`src/rtl/tstate_sequencer_if.sv`:
```
// rtl/tstate_sequencer_if.sv - T-state sequencer signal bundle
interface tstate_sequencer_if #(
    parameter int OPW  = 8,
    parameter int CNTW = 16
);
    logic [2:0]      T;
    logic [15:0]     bus_in;
    logic            uend;
    logic            halt_req;
    logic            fetch_ar;
    logic            fetch_ir;
    logic            pc_inc;
    logic            exec;
    logic [OPW+2:0]  uaddr;
    logic [OPW-1:0]  ir;
    logic            treset;
    logic            halted;
    logic [CNTW-1:0] retired;

    modport master (
        output T, bus_in, uend, halt_req,
        input  fetch_ar, fetch_ir, pc_inc, exec, uaddr, ir, treset, halted, retired
    );

    modport slave (
        input  T, bus_in, uend, halt_req,
        output fetch_ar, fetch_ir, pc_inc, exec, uaddr, ir, treset, halted, retired
    );
endinterface

```
`src/rtl/tstate_sequencer.sv`:
```
// rtl/tstate_sequencer.sv - fetch/execute decode, opcode latch, early-end and halt control
module tstate_sequencer #(
    parameter int OPW  = 8,
    parameter int CNTW = 16
) (
    input  logic              clk,
    input  logic              reset,
    tstate_sequencer_if.slave sif
);
    typedef enum logic {RUN, HALTED} state_t;

    state_t          state;
    logic [OPW-1:0]  ir_q;
    logic            treset_q;
    logic [CNTW-1:0] retired_q;

    logic run;
    logic in_exec;
    logic end_evt;
    logic unused_bus;

    assign run     = (state == RUN);
    assign in_exec = (sif.T >= 3'd2);
    // T7 ends the instruction even without uend: the counter wraps on its own.
    assign end_evt = run && in_exec && (sif.uend || (sif.T == 3'd7));

    assign unused_bus = ^sif.bus_in[15-OPW:0];

    assign sif.fetch_ar = run && (sif.T == 3'd0);
    assign sif.fetch_ir = run && (sif.T == 3'd1);
    assign sif.pc_inc   = run && (sif.T == 3'd1);
    assign sif.exec     = run && in_exec;
    assign sif.uaddr    = {ir_q, sif.T};
    assign sif.ir       = ir_q;
    assign sif.treset   = treset_q;
    assign sif.halted   = (state == HALTED);
    assign sif.retired  = retired_q;

    always_ff @(posedge clk or posedge reset) begin
        if (reset) begin
            state     <= RUN;
            ir_q      <= '0;
            treset_q  <= 1'b1;
            retired_q <= '0;
        end else begin
            case (state)
                RUN: begin
                    treset_q <= 1'b0;
                    if (sif.T == 3'd1)
                        ir_q <= sif.bus_in[15:16-OPW];
                    if (end_evt) begin
                        retired_q <= retired_q + CNTW'(1);
                        if (sif.halt_req) begin
                            state    <= HALTED;
                            treset_q <= 1'b1;
                        end else if (sif.T != 3'd7) begin
                            // Early end: pull the counter back to T0 for one edge.
                            treset_q <= 1'b1;
                        end
                    end
                end
                HALTED: begin
                    treset_q <= 1'b1;
                end
                default: begin
                    state    <= RUN;
                    treset_q <= 1'b1;
                end
            endcase
        end
    end
endmodule

```
`src/flat_wrapper.sv`:
```
// flat-port wrapper written by rule: the top's interface ports become plain ports
module tstate_sequencer_flat 
#(
    parameter int OPW  = 8,
    parameter int CNTW = 16
)
  (clk, reset, sif_T, sif_bus_in, sif_uend, sif_halt_req, sif_fetch_ar, sif_fetch_ir, sif_pc_inc, sif_exec, sif_uaddr, sif_ir, sif_treset, sif_halted, sif_retired);
  tstate_sequencer_if #(.OPW(OPW), .CNTW(CNTW)) sif_i ();
  input  logic clk;
  input  logic reset;
  input wire logic [$bits(sif_i.T)-1:0] sif_T;
  input wire logic [$bits(sif_i.bus_in)-1:0] sif_bus_in;
  input wire logic [$bits(sif_i.uend)-1:0] sif_uend;
  input wire logic [$bits(sif_i.halt_req)-1:0] sif_halt_req;
  output wire logic [$bits(sif_i.fetch_ar)-1:0] sif_fetch_ar;
  output wire logic [$bits(sif_i.fetch_ir)-1:0] sif_fetch_ir;
  output wire logic [$bits(sif_i.pc_inc)-1:0] sif_pc_inc;
  output wire logic [$bits(sif_i.exec)-1:0] sif_exec;
  output wire logic [$bits(sif_i.uaddr)-1:0] sif_uaddr;
  output wire logic [$bits(sif_i.ir)-1:0] sif_ir;
  output wire logic [$bits(sif_i.treset)-1:0] sif_treset;
  output wire logic [$bits(sif_i.halted)-1:0] sif_halted;
  output wire logic [$bits(sif_i.retired)-1:0] sif_retired;
  assign sif_i.T = sif_T;
  assign sif_i.bus_in = sif_bus_in;
  assign sif_i.uend = sif_uend;
  assign sif_i.halt_req = sif_halt_req;
  assign sif_fetch_ar = sif_i.fetch_ar;
  assign sif_fetch_ir = sif_i.fetch_ir;
  assign sif_pc_inc = sif_i.pc_inc;
  assign sif_exec = sif_i.exec;
  assign sif_uaddr = sif_i.uaddr;
  assign sif_ir = sif_i.ir;
  assign sif_treset = sif_i.treset;
  assign sif_halted = sif_i.halted;
  assign sif_retired = sif_i.retired;
  tstate_sequencer #(.OPW(OPW), .CNTW(CNTW)) u_core (.clk(clk), .reset(reset), .sif(sif_i));
endmodule
```
`config.mk`:
```
export PLATFORM = sky130hd
export DESIGN_NAME = tstate_sequencer_flat
export DESIGN_NICKNAME = d
export VERILOG_FILES = /design/src/rtl/tstate_sequencer_if.sv /design/src/rtl/tstate_sequencer.sv /design/src/flat_wrapper.sv
export SDC_FILE = /design/constraint.sdc
export NUM_CORES = 1
export LEC_CHECK = 0
export ABC_CLOCK_PERIOD_IN_PS = 4200
export CAP_MARGIN = 0
export CORE_MARGIN = 1.5
export CORE_UTILIZATION = 42
export CTS_CLUSTER_SIZE = 30
export DETAILED_ROUTE_END_ITERATION = 8
export DONT_BUFFER_PORTS = 1
export GPL_TIMING_DRIVEN = 0
export PLACE_DENSITY = 0.58
export SYNTH_ARGS = -nofsm -noshare
export SYNTH_HDL_FRONTEND = slang
export SYNTH_SLANG_ARGS = --single-unit
```
`constraint.sdc`:
```
create_clock -name clk -period 4.2 [get_ports clk]
set_input_delay 0.21 -clock clk [delete_from_list [all_inputs] [get_ports clk]]
set_output_delay 0.21 -clock clk [all_outputs]
set_load 0.005 [all_outputs]
```
# ---- Yosys cells after proc, flatten, opt, wreduce, memory -nomap -nowiden
# Cells that the tools add are included.
dict set report classes {
  addsub 1
  n_lt_le_gt_ge 1
  eq_ne 3
  mux 7
  n_bitwise 1
  reduce_logical 8
}
# cell count
set ops {}
lappend ops {{adder 16 x 1 -> 16 bit (second input constant)} 1}
lappend ops {{two-way mux 1 bit} 6}
lappend ops {{logical AND 1 bit} 4}
lappend ops {{AND reduction 2 bit} 2}
lappend ops {{== test 3 x 1 -> 1 bit (second input constant)} 1}
lappend ops {{== test 3 bit (second input constant)} 1}
lappend ops {{>= comparator 3 x 2 -> 1 bit (second input constant)} 1}
lappend ops {{logical NOT 3 bit} 1}
lappend ops {{inequality test 3 bit (second input constant)} 1}
lappend ops {{case mux 1 bit (2 select lines)} 1}
lappend ops {{logical OR 1 bit} 1}
lappend ops {{inverter 1 bit} 1}
dict set report totals {
  ff_bits 26
  input_bits 23
  word_cells 25
}

# ---- Longest topological paths before layout
dict set report depth {
  ltp_word 5
  ltp_mapped 5
  depth_no_buf 5
}

# ---- Least setup slack after synthesis
# Ideal clock, no wire load.
dict set report synth_timing {
  path_type {register -> register}
  startpoint {register u_core.state, in the netlist u_core.sif.halted}
  endpoint {register u_core.ir_q[0], in the netlist u_core.sif.ir[0]}
  t_arrival_ns 1.437
  setup_slack_ns 2.638
  path_stages_with_launch 4
  n_path_buf 1
  period_less_slack_ns 1.562
  path_cell_list {dfrtp_1 buf_6 nor4b_4 mux2_2}
}
dict set report synth_between {
  elab_chain_len 2
}
# element line_no
set synth_lines {}
lappend synth_lines {{start, declared} tstate_sequencer.sv:12} ;# state_t state;
lappend synth_lines {{start signal, assigned} tstate_sequencer.sv:41} ;# state <= RUN;
lappend synth_lines {{start signal, assigned} tstate_sequencer.sv:54} ;# state <= HALTED;
lappend synth_lines {{start signal, assigned} tstate_sequencer.sv:66} ;# state <= RUN;
lappend synth_lines {{inverter 1 bit (no source line)} -}
lappend synth_lines {{AND reduction 2 bit (no source line)} -}
lappend synth_lines {{end signal, assigned} tstate_sequencer.sv:50} ;# ir_q <= sif.bus_in[15:16-OPW];
lappend synth_lines {{end, declared} tstate_sequencer.sv:13} ;# logic [OPW-1:0] ir_q;
# Every way passes these cells.
# A chain may end at the register's enable or synchronous reset.

# ---- Final worst setup path
dict set report layout_timing {
  startpoint {register u_core.state, in the netlist u_core.sif.halted}
  endpoint {output port sif_pc_inc}
}
dict set report layout_between {
  elab_chain_len 2
}
# element line_no
set layout_lines {}
lappend layout_lines {{inverter 1 bit (no source line)} -}
lappend layout_lines {{logical AND 1 bit} -}
lappend layout_lines {{end, declared} flat_wrapper.sv:17} ;# output wire logic [$bits(sif_i.pc_inc)-1:0] sif_pc_inc;
# Every way passes these cells.

==> summary.md <==
| Metric | Value |
|---|---|
| Sort of element at the start of the critical path | flip-flop |
| Storage cell area | 652 µm² |
| Area share of the largest cell type after synthesis | 0.480 |
| Setup-violating endpoint count in the final report | 0 |
| Sum of routed wire length over all layers | 2.29 mm |
| CTS tree | yes |
| Status | finished, violations left |
| Routed vias/inst | 5.67 |
| Sum of internal, switching and leakage power | roughly 0.50 mW |
| DIE AREA | around 3400 µm² |
| Violations in the final reports | negative hold slack |
| Sequential share of power | 0.635 |
| Highest ir drop seen on vdd | just under 200 µV |
| DRT iter0 DRCs | 35 |
| Cell type of the slowest stage on the worst timing path | nor4b_4 |
| Final-report hold violation count | 13 |
| Via count of the first global-routing pass | 827 |
| Part of the Yosys area used for sequential elements | 0.500 |
| Cell internal power dissipation | roughly 0.36 mW |
| Worst hold margin | -0.0142 ns |
| Synth area leader | dfrtp_1 |
| RSZ-0062 raised after global routing | no |
| Leakage power total | 0.602 nW |
| Worst Tran Pin Value | slightly below 1 ns |
| Crit path arrival time | 1.79 ns |
| Commonest non-fill, non-tap cell in the layout | dfrtp_1 |
| Flop-to-flop setup slack | 2.43 ns |
| TNS Setup | 0 ns |
| CTS clk-pin slew, worst paths | about 0.15 ns |
| Startpoint-to-endpoint class of the critical path | flip-flop to output pin |
| Most instantiated flip-flop cell in the synthesis netlist | dfrtp_1 |
| Skew-Pair Late Insertion Delay | 0.32 ns |
| Largest net degree at the start of global routing | 27 |
| Post-Syn Area per Cell | 11.8 µm² |
| Path category of the worst min-delay check | input pin to async pin |
| Routed wire length per instance | 15.5 µm |
| Multi-input combinational cell area | 527 µm² |
| Syn nets | 134 |
| Clock power share | 0.215 |
| Number of nets with antenna violations after routing | 0 |
| Post-synthesis instance total | between 100 and 150 |
| Commonest non-fill, non-tap cells in the layout | 25 x dfrtp_1, 14 x buf_4, 12 x xnor2_1, 9 x nand2_1, 9 x mux2_2 |
| CP cell instances | buf_6, nor4b_4, buf_4 |
| Cell Pwr Density | 363 nW/µm² |
| Slowest Stage Delay on Critical Path | between 0.6 and 0.7 ns |
| Filler instances | 294 |
| Clock Path Buffers | 2 |
| Comb pwr share | 0.150 |
| Die Width | slightly below 60 µm |
| Number of synthesized flops with an enable pin | 0 |
| Yosys warns | 0 |
| Peak clock frequency supported by timing | 501 MHz |
| Final number of max-transition violations | 0 |
| Switch share | 0.283 |
| Share of final-layout standard cells stronger than drive strength 1 | 0.287 |
| Depth of the worst register-to-register path | 3 |
| Clock Root Buffer | clkbuf_4 |
| Final Instance Area | 1380 µm² |
| Number of nets in the layout | 140 |
| Critical path capture point type | output pin |
| Post-CTS setup buffer count | 0 |
| Placed standard-cell area | approximately 1300 µm² |
| Synth Cell Area | ~1300 µm² |
| CP max FO | 10 |
| Max_cap viols | 0 |
| Number of clock buffers inserted by TritonCTS | 3 |
| Number of top-level pins | 64 |
| Data required time of the worst path | 3.99 ns |
| Final core utilization | 0.460 |
| Top post-synthesis cells by area | dfrtp_1 48%, buf_4 8.1%, xnor2_1 8.1%, mux2_2 7.8%, nand4_1 3.4% |
| Sw power | 0.142 mW |
| Overall fraction of global-route tracks in use | 0.144 |
| Slew Limit Headroom | 0.351 |
| Max Clock Skew | 0.0176 ns |
| Routability congestion estimate | 0.710 |
| Antenna violations before repair | 0 |
| Share of flip-flops with an asynchronous set or reset | 1.00 |
| Critical register-to-register path startpoint | u_core.sif.halted |
| Min cycle time layout | 2.00 ns |
| Total congestion overflow | 0 |
| Die height | between 50 and 60 µm |
| Port Buffers | 0 |
| Via total after detailed routing | 839 |
| Number of antenna diodes | 0 |
| First-pass iteration count of the detailed router | 4 |
| Number of placement rows | 20 |
| FF+latch count, synth | 26 |
| Initial core utilization | 0.434 |
| Post-synthesis cell type count | 29 |
| Area overhead of the layout relative to synthesis | 5.96% |
| Worst setup path startpoint | u_core.sif.halted |
| R2R Path End | u_core.sif.ir[2] |
| Crit share post-route | 0.476 |
| H-tree levels | 1 |
| Wire length of the first global-routing pass | 3.76 mm |
| Total half-perimeter wirelength after legalization and detailed placement | 1.62 mm |
| Detailed-route DRC error count | 0 |
| Standard cell core area | 3000 µm² |
| Clk sinks | 26 |
-- cell usage after synthesis (2+ instances only) --
| library cell | count |
|---|---|
| nor2_1 | 4 |
| nand4_1 | 7 |
| xnor2_1 | 12 |
| nand3_1 | 4 |
| nand2_1 | 9 |
| xor2_1 | 3 |
| inv_1 | 2 |
| mux2_2 | 9 |
| buf_4 | 14 |
| and3_1 | 3 |
| dfrtp_1 | 25 |
-- per-stage QoR --
| step | worst slack [ns] | instances | hold WS, ns |
|---|---|---|---|
| after global routing | 2.10 | 148 | 0.0215 |
| after CTS | 2.16 | 148 | 0.0223 |
| final | 2.20 | 148 | -0.0142 |
| after floorplan | 2.64 | 110 | 0.249 |
| after global placement | 2.50 | 143 | 0.331 |
| after detailed placement | 2.45 | 143 | 0.332 |
-- what timing repair did --
| item | CTS | global route |
|---|---|---|
| gates resized for setup | 0 | 0 |
| hold endpoints to repair | 1 | 0 |
| hold buffers | 1 | 0 |
-- cells by family (layout without fill, tap and decap cells) --
group / after synthesis / in the layout / synth area share
adder cells (fa/ha/maj): 1 / 1 / 0.00960
buffers and inverters: 17 / 22 / 0.0951
AND/OR/NAND/NOR: 34 / 34 / 0.159
XOR/XNOR: 15 / 15 / 0.101
multiplexers: 9 / 9 / 0.0778
AO/OA/AOI/OAI: 8 / 8 / 0.0567
flip-flops: 26 / 26 / 0.500
-- layer usage --
metal,GRT usage,share of wire,routed length (µm)
met1,0.199,0.45,1030
met2,0.223,0.49,1110
met3,0.0264,0.054,124
met4,0.0584,0.0074,17
met5,0,0,0
-- worst max-delay path by stage --
| stage | endpoint | depth (start not counted) | slack, ns |
|---|---|---|---|
| 2_1_floorplan | u_core.sif.ir[0] | 3 | 2.64 |
| 3_3_place_gp | u_core.sif.ir[4] | 3 | 2.50 |
| 3_5_place_dp | u_core.sif.ir[2] | 3 | 2.45 |
| 4_1_cts | sif_pc_inc | 3 | 2.16 |
| 5_1_grt | sif_pc_inc | 3 | 2.10 |
| 6_report | sif_pc_inc | 3 | 2.20 |
-- cell type report --
class	count	area share
Sequential cell	26	0.472
Multi-Input combinational cell	67	0.382
Buffer	15	0.0843
Tap cell	33	0.0299
Clock buffer	4	0.0190
Timing Repair Buffer	1	0.00725
Inverter	2	0.00544
-- power by group through the flow --
stage	registers [mW]	logic (mW)	clock network, mW
final	0.318	0.0751	0.108
after global routing	0.324	0.0872	0.124
after CTS	0.319	0.0765	0.114
after detailed placement	0.323	0.0754	0
after global placement	0.321	0.0726	0
after floorplan	0.314	0.0656	0
-- sequential cells by signal, summed over array words and instances (netlist names) --
register,flops
u_core.sif.halted,1
u_core.sif.ir,8
u_core.sif.retired,16
u_core.sif.treset,1
-- worst max-delay path: cells and delay by family, from the launching register on --
kind	cells	cell delay [ns]
buffers and inverters	2	0.37
DFF	1	0.43
and+or+nand+nor	1	0.66
Power figures use the tool's default switching activity.
